## src/rtl/demux1_2_reg_if.sv

```systemverilog
// Valid/ready bundle for the registered 1:2 demultiplexer:
// one producer port and two sink ports.
interface demux1_2_reg_if #(
    parameter int WIDTH = 32
);
    logic             in_valid;
    logic             in_ready;
    logic [WIDTH-1:0] in_data;
    logic             in_sel;
    logic             a_valid;
    logic             a_ready;
    logic [WIDTH-1:0] a_data;
    logic             b_valid;
    logic             b_ready;
    logic [WIDTH-1:0] b_data;

    modport master (
        output in_valid,
        input  in_ready,
        output in_data,
        output in_sel,
        input  a_valid,
        output a_ready,
        input  a_data,
        input  b_valid,
        output b_ready,
        input  b_data
    );

    modport slave (
        input  in_valid,
        output in_ready,
        input  in_data,
        input  in_sel,
        output a_valid,
        input  a_ready,
        output a_data,
        output b_valid,
        input  b_ready,
        output b_data
    );
endinterface

```

## src/rtl/demux1_2_reg.sv

```systemverilog
// Registered 1:2 demux with a 2-entry in-order skid buffer.
// Optional pop counters per sink when DEMUX1_2_STATS_EN is defined.
module demux1_2_reg #(
    parameter int WIDTH = 32
) (
    input  logic          clk,
    input  logic          rst_n,
    demux1_2_reg_if.slave bus
`ifdef DEMUX1_2_STATS_EN
    ,
    output logic [15:0]   cnt_a,
    output logic [15:0]   cnt_b
`endif
);

    localparam logic [1:0] S_EMPTY = 2'd0;
    localparam logic [1:0] S_ONE   = 2'd1;
    localparam logic [1:0] S_TWO   = 2'd2;

    logic [1:0]       state_q;
    logic [1:0]       state_d;
    logic [WIDTH-1:0] head_data_q;
    logic [WIDTH-1:0] head_data_d;
    logic             head_sel_q;
    logic             head_sel_d;
    logic [WIDTH-1:0] skid_data_q;
    logic [WIDTH-1:0] skid_data_d;
    logic             skid_sel_q;
    logic             skid_sel_d;
    logic             live_q;
    logic             live_d;

    logic head_vld;
    logic push;
    logic pop;

    // in_ready is held low until the first edge after reset release
    assign head_vld     = (state_q != S_EMPTY);
    assign bus.in_ready = live_q & (state_q != S_TWO);

    assign push = bus.in_valid & bus.in_ready;
    assign pop  = head_vld
                & (head_sel_q ? bus.b_ready : bus.a_ready);

    assign bus.a_valid = head_vld & ~head_sel_q;
    assign bus.b_valid = head_vld & head_sel_q;
    assign bus.a_data  = bus.a_valid ? head_data_q : '0;
    assign bus.b_data  = bus.b_valid ? head_data_q : '0;

    always_comb begin
        live_d      = 1'b1;
        state_d     = state_q;
        head_data_d = head_data_q;
        head_sel_d  = head_sel_q;
        skid_data_d = skid_data_q;
        skid_sel_d  = skid_sel_q;
        unique case (state_q)
            S_EMPTY: begin
                if (push) begin
                    state_d     = S_ONE;
                    head_data_d = bus.in_data;
                    head_sel_d  = bus.in_sel;
                end
            end
            S_ONE: begin
                if (push && pop) begin
                    head_data_d = bus.in_data;
                    head_sel_d  = bus.in_sel;
                end else if (push) begin
                    state_d     = S_TWO;
                    skid_data_d = bus.in_data;
                    skid_sel_d  = bus.in_sel;
                end else if (pop) begin
                    state_d = S_EMPTY;
                end
            end
            S_TWO: begin
                if (pop) begin
                    state_d     = S_ONE;
                    head_data_d = skid_data_q;
                    head_sel_d  = skid_sel_q;
                    skid_data_d = '0;
                    skid_sel_d  = 1'b0;
                end
            end
            default: begin
                state_d = S_EMPTY;
            end
        endcase
    end

    always_ff @(posedge clk or negedge rst_n) begin
        if (!rst_n) begin
            live_q      <= 1'b0;
            state_q     <= S_EMPTY;
            head_data_q <= '0;
            head_sel_q  <= 1'b0;
            skid_data_q <= '0;
            skid_sel_q  <= 1'b0;
        end else begin
            live_q      <= live_d;
            state_q     <= state_d;
            head_data_q <= head_data_d;
            head_sel_q  <= head_sel_d;
            skid_data_q <= skid_data_d;
            skid_sel_q  <= skid_sel_d;
        end
    end

`ifdef DEMUX1_2_STATS_EN
    logic [15:0] cnt_a_q;
    logic [15:0] cnt_a_d;
    logic [15:0] cnt_b_q;
    logic [15:0] cnt_b_d;

    // Saturating per-sink pop counters
    always_comb begin
        cnt_a_d = cnt_a_q;
        cnt_b_d = cnt_b_q;
        if (pop && !head_sel_q && cnt_a_q != 16'hFFFF) begin
            cnt_a_d = cnt_a_q + 16'd1;
        end
        if (pop && head_sel_q && cnt_b_q != 16'hFFFF) begin
            cnt_b_d = cnt_b_q + 16'd1;
        end
    end

    always_ff @(posedge clk or negedge rst_n) begin
        if (!rst_n) begin
            cnt_a_q <= '0;
            cnt_b_q <= '0;
        end else begin
            cnt_a_q <= cnt_a_d;
            cnt_b_q <= cnt_b_d;
        end
    end

    assign cnt_a = cnt_a_q;
    assign cnt_b = cnt_b_q;
`endif

endmodule

```

## src/flat_wrapper.sv

```systemverilog
// flat-port wrapper written by rule: the top's interface ports become plain ports
module demux1_2_reg_flat 
#(
    parameter int WIDTH = 32
)
  (clk, rst_n, bus_in_valid, bus_in_ready, bus_in_data, bus_in_sel, bus_a_valid, bus_a_ready, bus_a_data, bus_b_valid, bus_b_ready, bus_b_data);
  demux1_2_reg_if #(.WIDTH(WIDTH)) bus_i ();
  input  logic clk;
  input  logic rst_n;
  input wire logic [$bits(bus_i.in_valid)-1:0] bus_in_valid;
  output wire logic [$bits(bus_i.in_ready)-1:0] bus_in_ready;
  input wire logic [$bits(bus_i.in_data)-1:0] bus_in_data;
  input wire logic [$bits(bus_i.in_sel)-1:0] bus_in_sel;
  output wire logic [$bits(bus_i.a_valid)-1:0] bus_a_valid;
  input wire logic [$bits(bus_i.a_ready)-1:0] bus_a_ready;
  output wire logic [$bits(bus_i.a_data)-1:0] bus_a_data;
  output wire logic [$bits(bus_i.b_valid)-1:0] bus_b_valid;
  input wire logic [$bits(bus_i.b_ready)-1:0] bus_b_ready;
  output wire logic [$bits(bus_i.b_data)-1:0] bus_b_data;
  assign bus_i.in_valid = bus_in_valid;
  assign bus_in_ready = bus_i.in_ready;
  assign bus_i.in_data = bus_in_data;
  assign bus_i.in_sel = bus_in_sel;
  assign bus_a_valid = bus_i.a_valid;
  assign bus_i.a_ready = bus_a_ready;
  assign bus_a_data = bus_i.a_data;
  assign bus_b_valid = bus_i.b_valid;
  assign bus_i.b_ready = bus_b_ready;
  assign bus_b_data = bus_i.b_data;
  demux1_2_reg #(.WIDTH(WIDTH)) u_core (.clk(clk), .rst_n(rst_n), .bus(bus_i));
endmodule
```

## config.mk

```make
export PLATFORM = sky130hd
export DESIGN_NAME = demux1_2_reg_flat
export DESIGN_NICKNAME = d
export VERILOG_FILES = /design/src/rtl/demux1_2_reg_if.sv /design/src/rtl/demux1_2_reg.sv /design/src/flat_wrapper.sv
export SDC_FILE = /design/constraint.sdc
export NUM_CORES = 1
export LEC_CHECK = 0
export CORE_MARGIN = 10
export CORE_UTILIZATION = 47
export CTS_CLUSTER_DIAMETER = 120
export DETAILED_ROUTE_END_ITERATION = 10
export GPL_TIMING_DRIVEN = 0
export PLACE_DENSITY = 0.84
export SLEW_MARGIN = 20
export SYNTH_ARGS = -nofsm -noshare
export SYNTH_HDL_FRONTEND = slang
export SYNTH_SLANG_ARGS = --single-unit
export TNS_END_PERCENT = 10
```

## constraint.sdc

```tcl
create_clock -name clk -period 2.19 [get_ports clk]
set_input_delay 0.3285 -clock clk [delete_from_list [all_inputs] [get_ports clk]]
set_output_delay 0.3285 -clock clk [all_outputs]
set_load 0.02 [all_outputs]
```

==> results of run 1 <==
==> timing repair <==
| action | 4_1_cts | 5_1_grt |
|---|---|---|
| hold buffers | 1 | 0 |
| pin swaps | 1 | 0 |
| resized for setup | 83 | 14 |
| gates cloned | 0 | 0 |
| buffers inserted | 2 | 0 |
| endpoints found under the hold margin | 36 | 0 |
| setup endpoints to repair | 67 | 64 |
==> stage by stage <==
stage,power [mW],area (sq um)
floorplan,3.92,3500
global placement,5.13,4670
detailed placement,5.25,4680
CTS,6.09,4860
global route,6.43,4890
finish,6.06,4890
==> sequential cells by signal, summed over array words and instances (netlist names) <==
name	count
u_core.head_sel_q	1
u_core.state_q	2
u_core.live_q	1
u_core.head_data_q	32
u_core.skid_sel_q	1
u_core.skid_data_q	32
==> layer usage <==
metal  wire length [microns]  global-route usage  vias to the layer above  share of wire
met1                    3740               0.180                     1373           0.39
li1                        -                   -                     1232              -
met5                       0                   0                        -              0
met4                     184              0.0619                        0          0.019
met2                    5020               0.295                       82           0.52
met3                     620              0.0519                       12          0.065
==> layout make-up <==
| class | instances | share of cell area |
|---|---|---|
| multi-input combinational | 183 | 0.338 |
| tap | 99 | 0.0253 |
| timing repair buffer | 108 | 0.209 |
| buffer | 22 | 0.0338 |
| sequential | 69 | 0.354 |
| clock inverter | 1 | 0.00614 |
| clock buffer | 14 | 0.0333 |
==> cell usage after synthesis (all sizes together) <==
cell type / count / share of area
o22ai: 1 / 0.0018
nand4b: 1 / 0.0025
buf: 14 / 0.030
nor2: 3 / 0.0039
clkbuf: 9 / 0.0096
a2bb2oi: 1 / 0.0075
dfrtp: 69 / 0.49
and2: 66 / 0.12
nor2b: 2 / 0.0036
a21boi: 2 / 0.0043
nand2b: 1 / 0.0018
nand3b: 1 / 0.0021
mux2: 68 / 0.22
conb: 1 / 0.0011
a32o: 33 / 0.094
a21oi: 1 / 0.0014
mux2i: 2 / 0.0057
==> worst max path at each step <==
stage	startpoint	to	slack [ps]	depth (start not counted)
2_1_floorplan	u_core.state_q[1]$_DFFE_PN0P_	bus_b_data[22]	500	4
3_3_place_gp	rst_n	u_core.head_data_q[21]$_DFFE_PN0P_	-1520	1
3_5_place_dp	u_core.state_q[1]$_DFFE_PN0P_	bus_a_data[19]	-320	5
4_1_cts	u_core.state_q[1]$_DFFE_PN0P_	bus_a_data[2]	-210	5
5_1_grt	u_core.state_q[1]$_DFFE_PN0P_	bus_b_data[5]	-5	5
6_report	u_core.state_q[1]$_DFFE_PN0P_	bus_b_data[10]	110	5
==> worst reg2reg max path: cells and delay by family (launching register included) <==
kind,cells,cell delay (ps)
compound gates,1,260
buf+inv,2,460
flops,1,450
simple gates,1,150
mux,1,360
==> cells by family after synthesis <==
family,after synthesis,synth area share
DFF,69,0.493
and+or+nand+nor,74,0.132
buffers and inverters,23,0.0393
AOI/OAI and AO/OA,38,0.109
muxes,70,0.225
other,1,0.00107
==> where the power goes <==
part	total, mW	switching, mW	internal (mW)
logic	2.82	1.40	1.42
clock network	1.02	0.439	0.584
registers	2.21	0.369	1.84
==> reports/metrics.csv, run 1 <==
stage,metric,value,unit
setup_path,crit_type,flop to primary output,
clock_network,cts_buffers,9,
synthesis,ys_seq_area_frac,0.493,
cells_and_area,syn_to_final_growth,39.7,%
cells_and_area,post-route-util,0.674,
cells_and_area,diodes,0,
synthesis,ys_warn_count,0,
sta,hold_viol,0,
min_path,min-delay-start,u_core.skid_data_q[30]$_DFFE_PN0P_,
route,routed_wl,9570,microns
sta,fin_skew,9.92,ps
setup_path,cp-end-kind,primary output,
placed_design,port_buffers,104,
setup_path,ff2ff_setup_slack,410,ps
route,dr.pass1.iters,4,
die,rows,31,
synthesis,synth_cell_types,21,
clock_network,cts.sink_count,69,
setup_path,cp_cell_sequence,nor2_4 -> nor2b_2 -> clkbuf_4 -> and2_1 -> dlygate4sd2_1,
route,drt-initial-drc-count,80,
clock_network,insertion_delay,330,ps
power,powerDensity,1240,nW/um^2
synthesis,synth_nets,313,
cells_and_area,fillCellCount,582,
clock_network,cts_buffer_depth,2,
cells_and_area,fin_nets,431,
setup_path,r2r_cells,5,
cells_and_area,final_cell_mix,"mux2_2, and2_1, dfrtp_1",
sta,timing.hold.ws,488,ps
sta,fmax,480,MHz
sta,finalCritPeriodShare,0.951,
setup_path,cp.arrival,1750,ps
synthesis,synth.cell_area,3500,sq um
setup_path,crit_fanout,10,
die,ios,105,
clock_network,cts-htree-levels,3,
grt,grt_usage,0.165,
grt,antenna_found_initial,0,
clock_network,cts_tree,yes,
sta,slew_viol_final,0,
route,vias_per_cell,5.44,
min_path,whs_endpoint,u_core.skid_data_q[30]$_DFFE_PN0P_,
flow_run,drv_cap,0,
setup_path,cp.required,1860,ps
min_path,hold_class,flop to flop,
sta,worst_slack,108,ps
grt,grt_pass1_vias,2868,
setup_path,cpLargestDelayFamily,buffers and inverters,
placed_design,place.gp.congestion,0.749,
clock_network,clk_pin_slew,70,ps
outcome,outcome,finished clean,
min_path,worstHoldPathCells,1,
setup_path,slowest_stage,dfrtp_2,
synthesis,synth.ff_latch_count,69,
die,die_y,106,microns
sta,period_minus_slack,2080,ps
synthesis,synth_cells,275,
die,die-area,11300,sq um
placed_design,hpwl,7080,microns
clock_network,cts_root_buf,clkbuf_8,
sta,fin_setup_tns,0,ps
synthesis,synth_area_per_cell,12.7,sq um
route,wl_per_cell,19.3,microns
placed_design,dpl.cell_count,479,
route,drc_errors,0,
placed_design,pre_cts_slack,-324,ps
grt,grt_pass1_wl,15100,microns
power,ir_drop,0.690,mV
sta,grt_setup_unrepaired,true,
cells_and_area,layout_commonest_cell,mux2_2,
cells_and_area,final_cells,496,
setup_path,cp_num_buf_inv,2,
grt,grt-ovfl-total,0,
setup_path,crit-reg2reg-launch,u_core.state_q[0]$_DFFE_PN0P_,
die,core_area,7250,sq um
die,initial_core_util,0.483,
cells_and_area,layout-drive-gt1-share,0.282,
cells_and_area,seqCellArea,1730,sq um
route,ant_nets,0,
setup_path,r2r-end,u_core.head_data_q[1]$_DFFE_PN0P_,
power,p_leak,2.33,nW
setup_path,cp-start-kind,flop,
sta,setup_viol,0,
cells_and_area,multiInputGateArea,1660,sq um
grt,grt_max_degree,38,
route,vias,2699,
die,die_w,106,microns
setup_path,max_stage_delay,430,ps
(Power assumes the default switching activity.)
==> inputs of run 2 (changes only) <==
- CORE_UTILIZATION: 47 -> 51
- PLACE_DENSITY: 0.84 -> 0.94
- clock period: 2.19 -> 2.5 ns (I/O delays scaled with it)
==> run 2 against run 1 <==
  * Die area shrank 6.4%
  * Hold slack lost 30 ps
  * Combinational power shrank 4%
  * Final cell count shrank 4.0%
  * Count of clock-buffer cells in the layout shrank 5
  * Sequential share of layout area shrank 1.3 points
  * Total power shrank 5.4%
  * Sequential power shrank 11%
  * Utilization grew 8.1 points
  * First-iteration DRC count grew 100%
  * Largest cell class unchanged
  * Largest power group unchanged
==> reports/metrics.csv, run 2 (same netlist as run 1, synthesis figures left out) <==
stage,metric,value,unit,change
route,vias,2815,,+4.3%
setup_path,cp.required,2120,ps,+260 ps
grt,grt_max_degree,55,,+45%
sta,worst_slack,62.5,ps,-45.5 ps
sta,fin_skew,8.07,ps,-1.85 ps
route,drt-initial-drc-count,162,,+100%
outcome,outcome,finished clean,,
sta,finalCritPeriodShare,0.975,,
grt,antenna_found_initial,0,,unchanged
cells_and_area,fin_nets,429,,-0.46%
cells_and_area,layout-drive-gt1-share,0.288,,+0.00576
power,p_leak,2.82,nW,+21%
die,initial_core_util,0.521,,+0.0384
clock_network,cts.sink_count,69,,unchanged
route,routed_wl,10800,microns,+12%
die,rows,30,,-3.2%
grt,grt_pass1_vias,3082,,+7.5%
clock_network,cts_buffers,9,,unchanged
die,die-area,10600,sq um,-6.4%
die,ios,105,,unchanged
cells_and_area,final_cell_mix,"mux2_2, and2_1, dfrtp_1",,
power,powerDensity,1130,nW/um^2,-8.8%
setup_path,cp-start-kind,flop,,
clock_network,postCtsSetupBuffers,0,,-2
grt,grt_pass1_wl,16200,microns,+7.5%
route,wl_per_cell,22.6,microns,+17%
clock_network,cts_buffer_depth,2,,unchanged
placed_design,place.gp.congestion,0.765,,+2.2%
setup_path,ff2ff_setup_slack,610,ps,+200 ps
sta,timing.hold.ws,458,ps,-29.8 ps
min_path,hold_class,input port to asynchronous set/reset pin,,
placed_design,pre_cts_slack,-14.9,ps,+309 ps
setup_path,cp-end-kind,primary output,,
flow_run,drv_cap,0,,unchanged
setup_path,crit_fanout,10,,unchanged
sta,fmax,410,MHz,
clock_network,cts_tree,yes,,
cells_and_area,top_regs,"u_core.head_data_q (32), u_core.skid_data_q (32), u_core.state_q (2)",,
cells_and_area,diodes,0,,unchanged
sta,hold_viol,0,,unchanged
clock_network,cts_root_buf,clkbuf_8,,
route,drc_errors,0,,unchanged
route,vias_per_cell,5.91,,+8.7%
route,dr.pass1.iters,4,,unchanged
route,ant_nets,0,,unchanged
clock_network,insertion_delay,360,ps,+30 ps
grt,grt_usage,0.200,,+0.0343
sta,setup_viol,0,,unchanged
power,ir_drop,0.573,mV,-17%
clock_network,cts-htree-levels,3,,unchanged
sta,grt_setup_unrepaired,true,,
placed_design,hpwl,7380,microns,+4.2%
setup_path,crit_type,flop to primary output,,
die,die_y,103,microns,-3.2%
cells_and_area,syn_to_final_growth,44.9,%,
clock_network,clk_pin_slew,80,ps,about the same
placed_design,port_buffers,104,,unchanged
grt,grt-ovfl-total,0,,unchanged
sta,period_minus_slack,2440,ps,
sta,slew_viol_final,0,,unchanged
die,die_w,103,microns,-3.2%
die,core_area,6720,sq um,-7.4%
cells_and_area,layout_commonest_cell,mux2_2,,
setup_path,cp.arrival,2060,ps,+310 ps
## run 2: changes by cell type in the layout (fill, tap and decap cells not counted), moves of 2 or more
cell / delta
clkdlybuf4s50_1: +21
dlygate4sd2_1: -56
clkbuf_8: -2
clkdlybuf4s15_1: -7
clkbuf_4: +2
buf_4: -4
dlymetal6s2s_1: +42
clkbuf_1: -3
inv_6: +3
## run 2: worst max-delay path, cell delays in order, from the launching register on
cell and delay (ps):
dfrtp_2 450, nor2_4 80, nor2b_4 180, clkbuf_4 250, and2_1 140, clkdlybuf4s50_1 600
## run 2: what timing repair did
action / CTS / global route
endpoints found under the setup margin: 63 / 52
hold endpoints to repair: 15 / 0
resized for setup: 20 / 51
pin swaps: 1 / 0
hold buffers: 1 / 0
## run 2: worst paths after layout
path	start	to	cells past startpoint
worst min register to register	u_core.skid_data_q[4]$_DFFE_PN0P_	u_core.skid_data_q[4]$_DFFE_PN0P_	1
max in group asynchronous	rst_n	u_core.state_q[0]$_DFFE_PN0P_	3
worst max-delay path	u_core.state_q[1]$_DFFE_PN0P_	bus_b_data[29]	5
worst max register to register	u_core.state_q[0]$_DFFE_PN0P_	u_core.head_data_q[10]$_DFFE_PN0P_	5
worst min-delay path	rst_n	u_core.head_data_q[2]$_DFFE_PN0P_	2
min in group clk	u_core.skid_data_q[4]$_DFFE_PN0P_	u_core.skid_data_q[4]$_DFFE_PN0P_	1
## run 2: cell type report
cell class	instances	area [sq um]
timing repair buffer	106	1190
multi-input combinational	183	1660
sequential	69	1730
buffer	22	165
clock buffer	9	124
tap	80	100
fill	387	1640
clock inverter	7	105
## run 2: where the power goes
part / leakage, nW / internal, mW / total [mW] / switching [mW]
Combinational: 1.86 / 1.42 / 2.71 / 1.29
Sequential: 0.849 / 1.61 / 1.96 / 0.352
Clock: 0.113 / 0.579 / 1.06 / 0.479
Total: 2.82 / 3.61 / 5.73 / 2.12
## run 2: stage by stage
| stage | total power, mW | area [sq um] | cells | TNS (ps) | utilization |
|---|---|---|---|---|---|
| 6_report | 5.73 | 5080 | 476 | 0 | 0.755 |
| 2_1_floorplan | 3.44 | 3500 | 275 | 0 | - |
| 3_5_place_dp | 4.62 | 4670 | 460 | -37.8 | 0.695 |
| 5_1_grt | 6.02 | 5080 | 476 | -58.7 | 0.755 |
| 3_3_place_gp | 4.48 | 4640 | 459 | -82720 | 0.691 |
| 4_1_cts | 5.79 | 4950 | 476 | 0 | 0.737 |
## run 2: metal layers
| layer | global-route usage | vias to the layer above | routed length [microns] |
|---|---|---|---|
| met5 | 0 | - | 0 |
| met4 | 0.0898 | 0 | 412 |
| met3 | 0.0597 | 30 | 718 |
| met2 | 0.358 | 110 | 5800 |
| met1 | 0.212 | 1441 | 3820 |
| li1 | - | 1234 | - |
==> inputs of run 3 (changes only) <==
- SLEW_MARGIN: 20 -> default
==> run 3 against run 2 <==
  * Global-route usage down 0.77 points
  * Critical path depth down 1
  * Register-to-register slack better by 30 ps
  * Clock power down 9%
  * Flip-flop and latch count unchanged
  * Setup slack better by 12 ps
  * Wire length down 8.7%
  * Clock skew down 1.4 ps
  * Total power down 2.2%
  * Via count down 3.1%
  * Design area down 3.5%
  * Critical endpoint is now bus_in_ready
==> reports/metrics.csv, run 3 (same netlist as run 1, synthesis figures left out) <==
stage,metric,value,unit,change
outcome,outcome,finished clean,,
cells_and_area,final_cells,475,,-0.21%
placed_design,dpl-instance-area,4640,sq um,-0.59%
die,initial_core_util,0.521,,unchanged
cells_and_area,design_area,4900,sq um,-3.5%
cells_and_area,layout_commonest_cell,clkdlybuf4s50_1,,
clock_network,cts-htree-levels,3,,unchanged
placed_design,dpl.cell_count,459,,-0.22%
route,drc_errors,0,,unchanged
power,p_seq_frac,0.347,,+0.004
grt,grt_usage,0.192,,-0.00775
route,routed_wl,9820,microns,-8.7%
sta,worstMarginPinSlew,866,ps,
grt,grt_pass1_wl,15700,microns,-2.7%
route,ant_nets,0,,unchanged
clock_network,cts_tree,yes,,
power,internal-power,3.60,mW,-0.34%
grt,grt_max_degree,70,,+27%
die,die_y,103,microns,unchanged
setup_path,cp-start-kind,flop,,
cells_and_area,fin_nets,428,,-0.23%
clock_network,cts_buffer_depth,2,,unchanged
setup_path,crit_fanout,19,,+9
die,rows,30,,unchanged
placed_design,place.gp.congestion,0.765,,unchanged
clock_network,insertion_delay,350,ps,about the same
setup_path,crit_type,flop to primary output,,
clock_network,hold_buffers,0,,-1
cells_and_area,diodes,0,,unchanged
power,p_comb_frac,0.480,,+0.007
die,ios,105,,unchanged
power,clkPwrFrac,0.173,,-0.012
sta,hold_viol,0,,unchanged
sta,fmax,412,MHz,+0.48%
grt,antenna_found_initial,0,,unchanged
route,vias_per_cell,5.74,,-2.9%
power,p_leak,2.09,nW,-26%
die,die-area,10600,sq um,unchanged
flow_run,drv_cap,0,,unchanged
setup_path,cp.arrival,2050,ps,about the same
clock_network,clk_pin_slew,70,ps,about the same
cells_and_area,final_cell_mix,"clkdlybuf4s50_1, mux2_2, and2_1, dfrtp_1, a32o_1",,
sta,setup_viol,0,,unchanged
setup_path,cp-end-kind,primary output,,
cells_and_area,post-route-util,0.729,,-0.0268
setup_path,crit-reg2reg-launch,u_core.state_q[0]$_DFFE_PN0P_,,
cells_and_area,syn_to_final_growth,39.8,%,
sta,slew_headroom,0.423,,
route,wl_per_cell,20.7,microns,-8.5%
placed_design,port_buffers,104,,unchanged
cells_and_area,layout-drive-gt1-share,0.284,,-0.00433
sta,fin_skew,6.67,ps,-1.40 ps
die,core_area,6720,sq um,unchanged
power,p_sw_frac,0.358,,-0.0118
route,vias,2728,,-3.1%
clock_network,cts_root_buf,clkbuf_8,,
clock_network,cts.sink_count,69,,unchanged
sta,slew_viol_final,0,,unchanged
setup_path,r2r-end,u_core.head_data_q[26]$_DFFE_PN0P_,,
die,die_w,103,microns,unchanged
power,ir_drop,0.661,mV,+15%
setup_path,r2r_cells,5,,unchanged
route,dr.pass1.iters,4,,unchanged
power,power.total,5.61,mW,-2.2%
power,powerDensity,1150,nW/um^2,+1.4%
setup_path,cp.required,2120,ps,about the same
cells_and_area,top_regs,"u_core.head_data_q (32), u_core.skid_data_q (32), u_core.state_q (2)",,
grt,grt_pass1_vias,3021,,-2.0%
cells_and_area,fillCellCount,455,,+18%
placed_design,hpwl,7150,microns,-3.1%
route,drt-initial-drc-count,143,,-12%
sta,finalCritPeriodShare,0.970,,-0.00461
power,switchingPower,2.01,mW,-5.3%
grt,grt-ovfl-total,0,,unchanged
clock_network,cts_buffers,9,,unchanged
sta,period_minus_slack,2430,ps,-11.5 ps
min_path,hold_class,input port to asynchronous set/reset pin,,
sta,timing.hold.ws,120,ps,-338 ps
setup_path,ff2ff_setup_slack,640,ps,+30 ps
==> run 3: final cells by class <==
class | count | area (sq um) | share of cell area
clock inverters | 5 | 75.1 | 0.0153
well taps | 80 | 100 | 0.0204
flip-flops and latches | 69 | 1730 | 0.353
repair buffers | 105 | 1040 | 0.212
clock buffers | 11 | 131 | 0.0268
plain buffers | 22 | 160 | 0.0327
multi-input cells | 183 | 1660 | 0.339
==> run 3: metal layers <==
layer  track usage  vias to the layer above  part of all wire  wire length, microns
met1         0.213                     1389              0.37                  3640
met2         0.342                       93              0.54                  5310
li1              -                     1231                 -                     -
met4        0.0652                        0             0.022                   217
met5             0                        -                 0                     0
met3        0.0563                       15             0.067                   654
==> run 3: power by group through the flow <==
stage / combinational (mW) / sequential, mW / clock [mW]
after floorplan: 1.62 / 1.82 / 0
after global placement: 2.58 / 1.89 / 0
after detailed placement: 2.66 / 1.94 / 0
after CTS: 2.72 / 1.94 / 0.976
after global routing: 2.87 / 2.02 / 1.03
final: 2.69 / 1.95 / 0.969
==> run 3: worst max-delay path by stage <==
stage	slack (ps)	end	startpoint	depth (start not counted)
2_1_floorplan	760	bus_b_data[22]	u_core.state_q[1]$_DFFE_PN0P_	4
3_3_place_gp	-1200	u_core.head_data_q[22]$_DFFE_PN0P_	rst_n	1
3_5_place_dp	-30	bus_a_data[19]	u_core.state_q[0]$_DFFE_PN0P_	5
4_1_cts	-50	bus_b_data[19]	u_core.head_sel_q$_DFFE_PN0P_	4
5_1_grt	-3	bus_in_ready	u_core.state_q[0]$_DFFE_PN0P_	4
6_report	70	bus_in_ready	u_core.state_q[0]$_DFFE_PN0P_	4
==> run 3: what timing repair did <==
item | CTS | global route
hold endpoints to repair | 0 | 0
pin swaps | 1 | 0
resized for setup | 26 | 8
endpoints found under the setup margin | 61 | 43
buffers inserted | 1 | 0
==> run 3: worst max-delay path, stage by stage, from the launching register on <==
cell and delay (ps):
dfrtp_2 430, nand2b_1 120, buf_2 350, and2_1 200
clkdlybuf4s50_1 600
==> run 3: stage by stage <==
step	setup WS, ps	setup TNS (ps)
2_1_floorplan	765	0
3_3_place_gp	-1200	-82720
3_5_place_dp	-28.4	-86.6
4_1_cts	-47.5	-288
5_1_grt	-3.41	-3.41
6_report	74.1	0
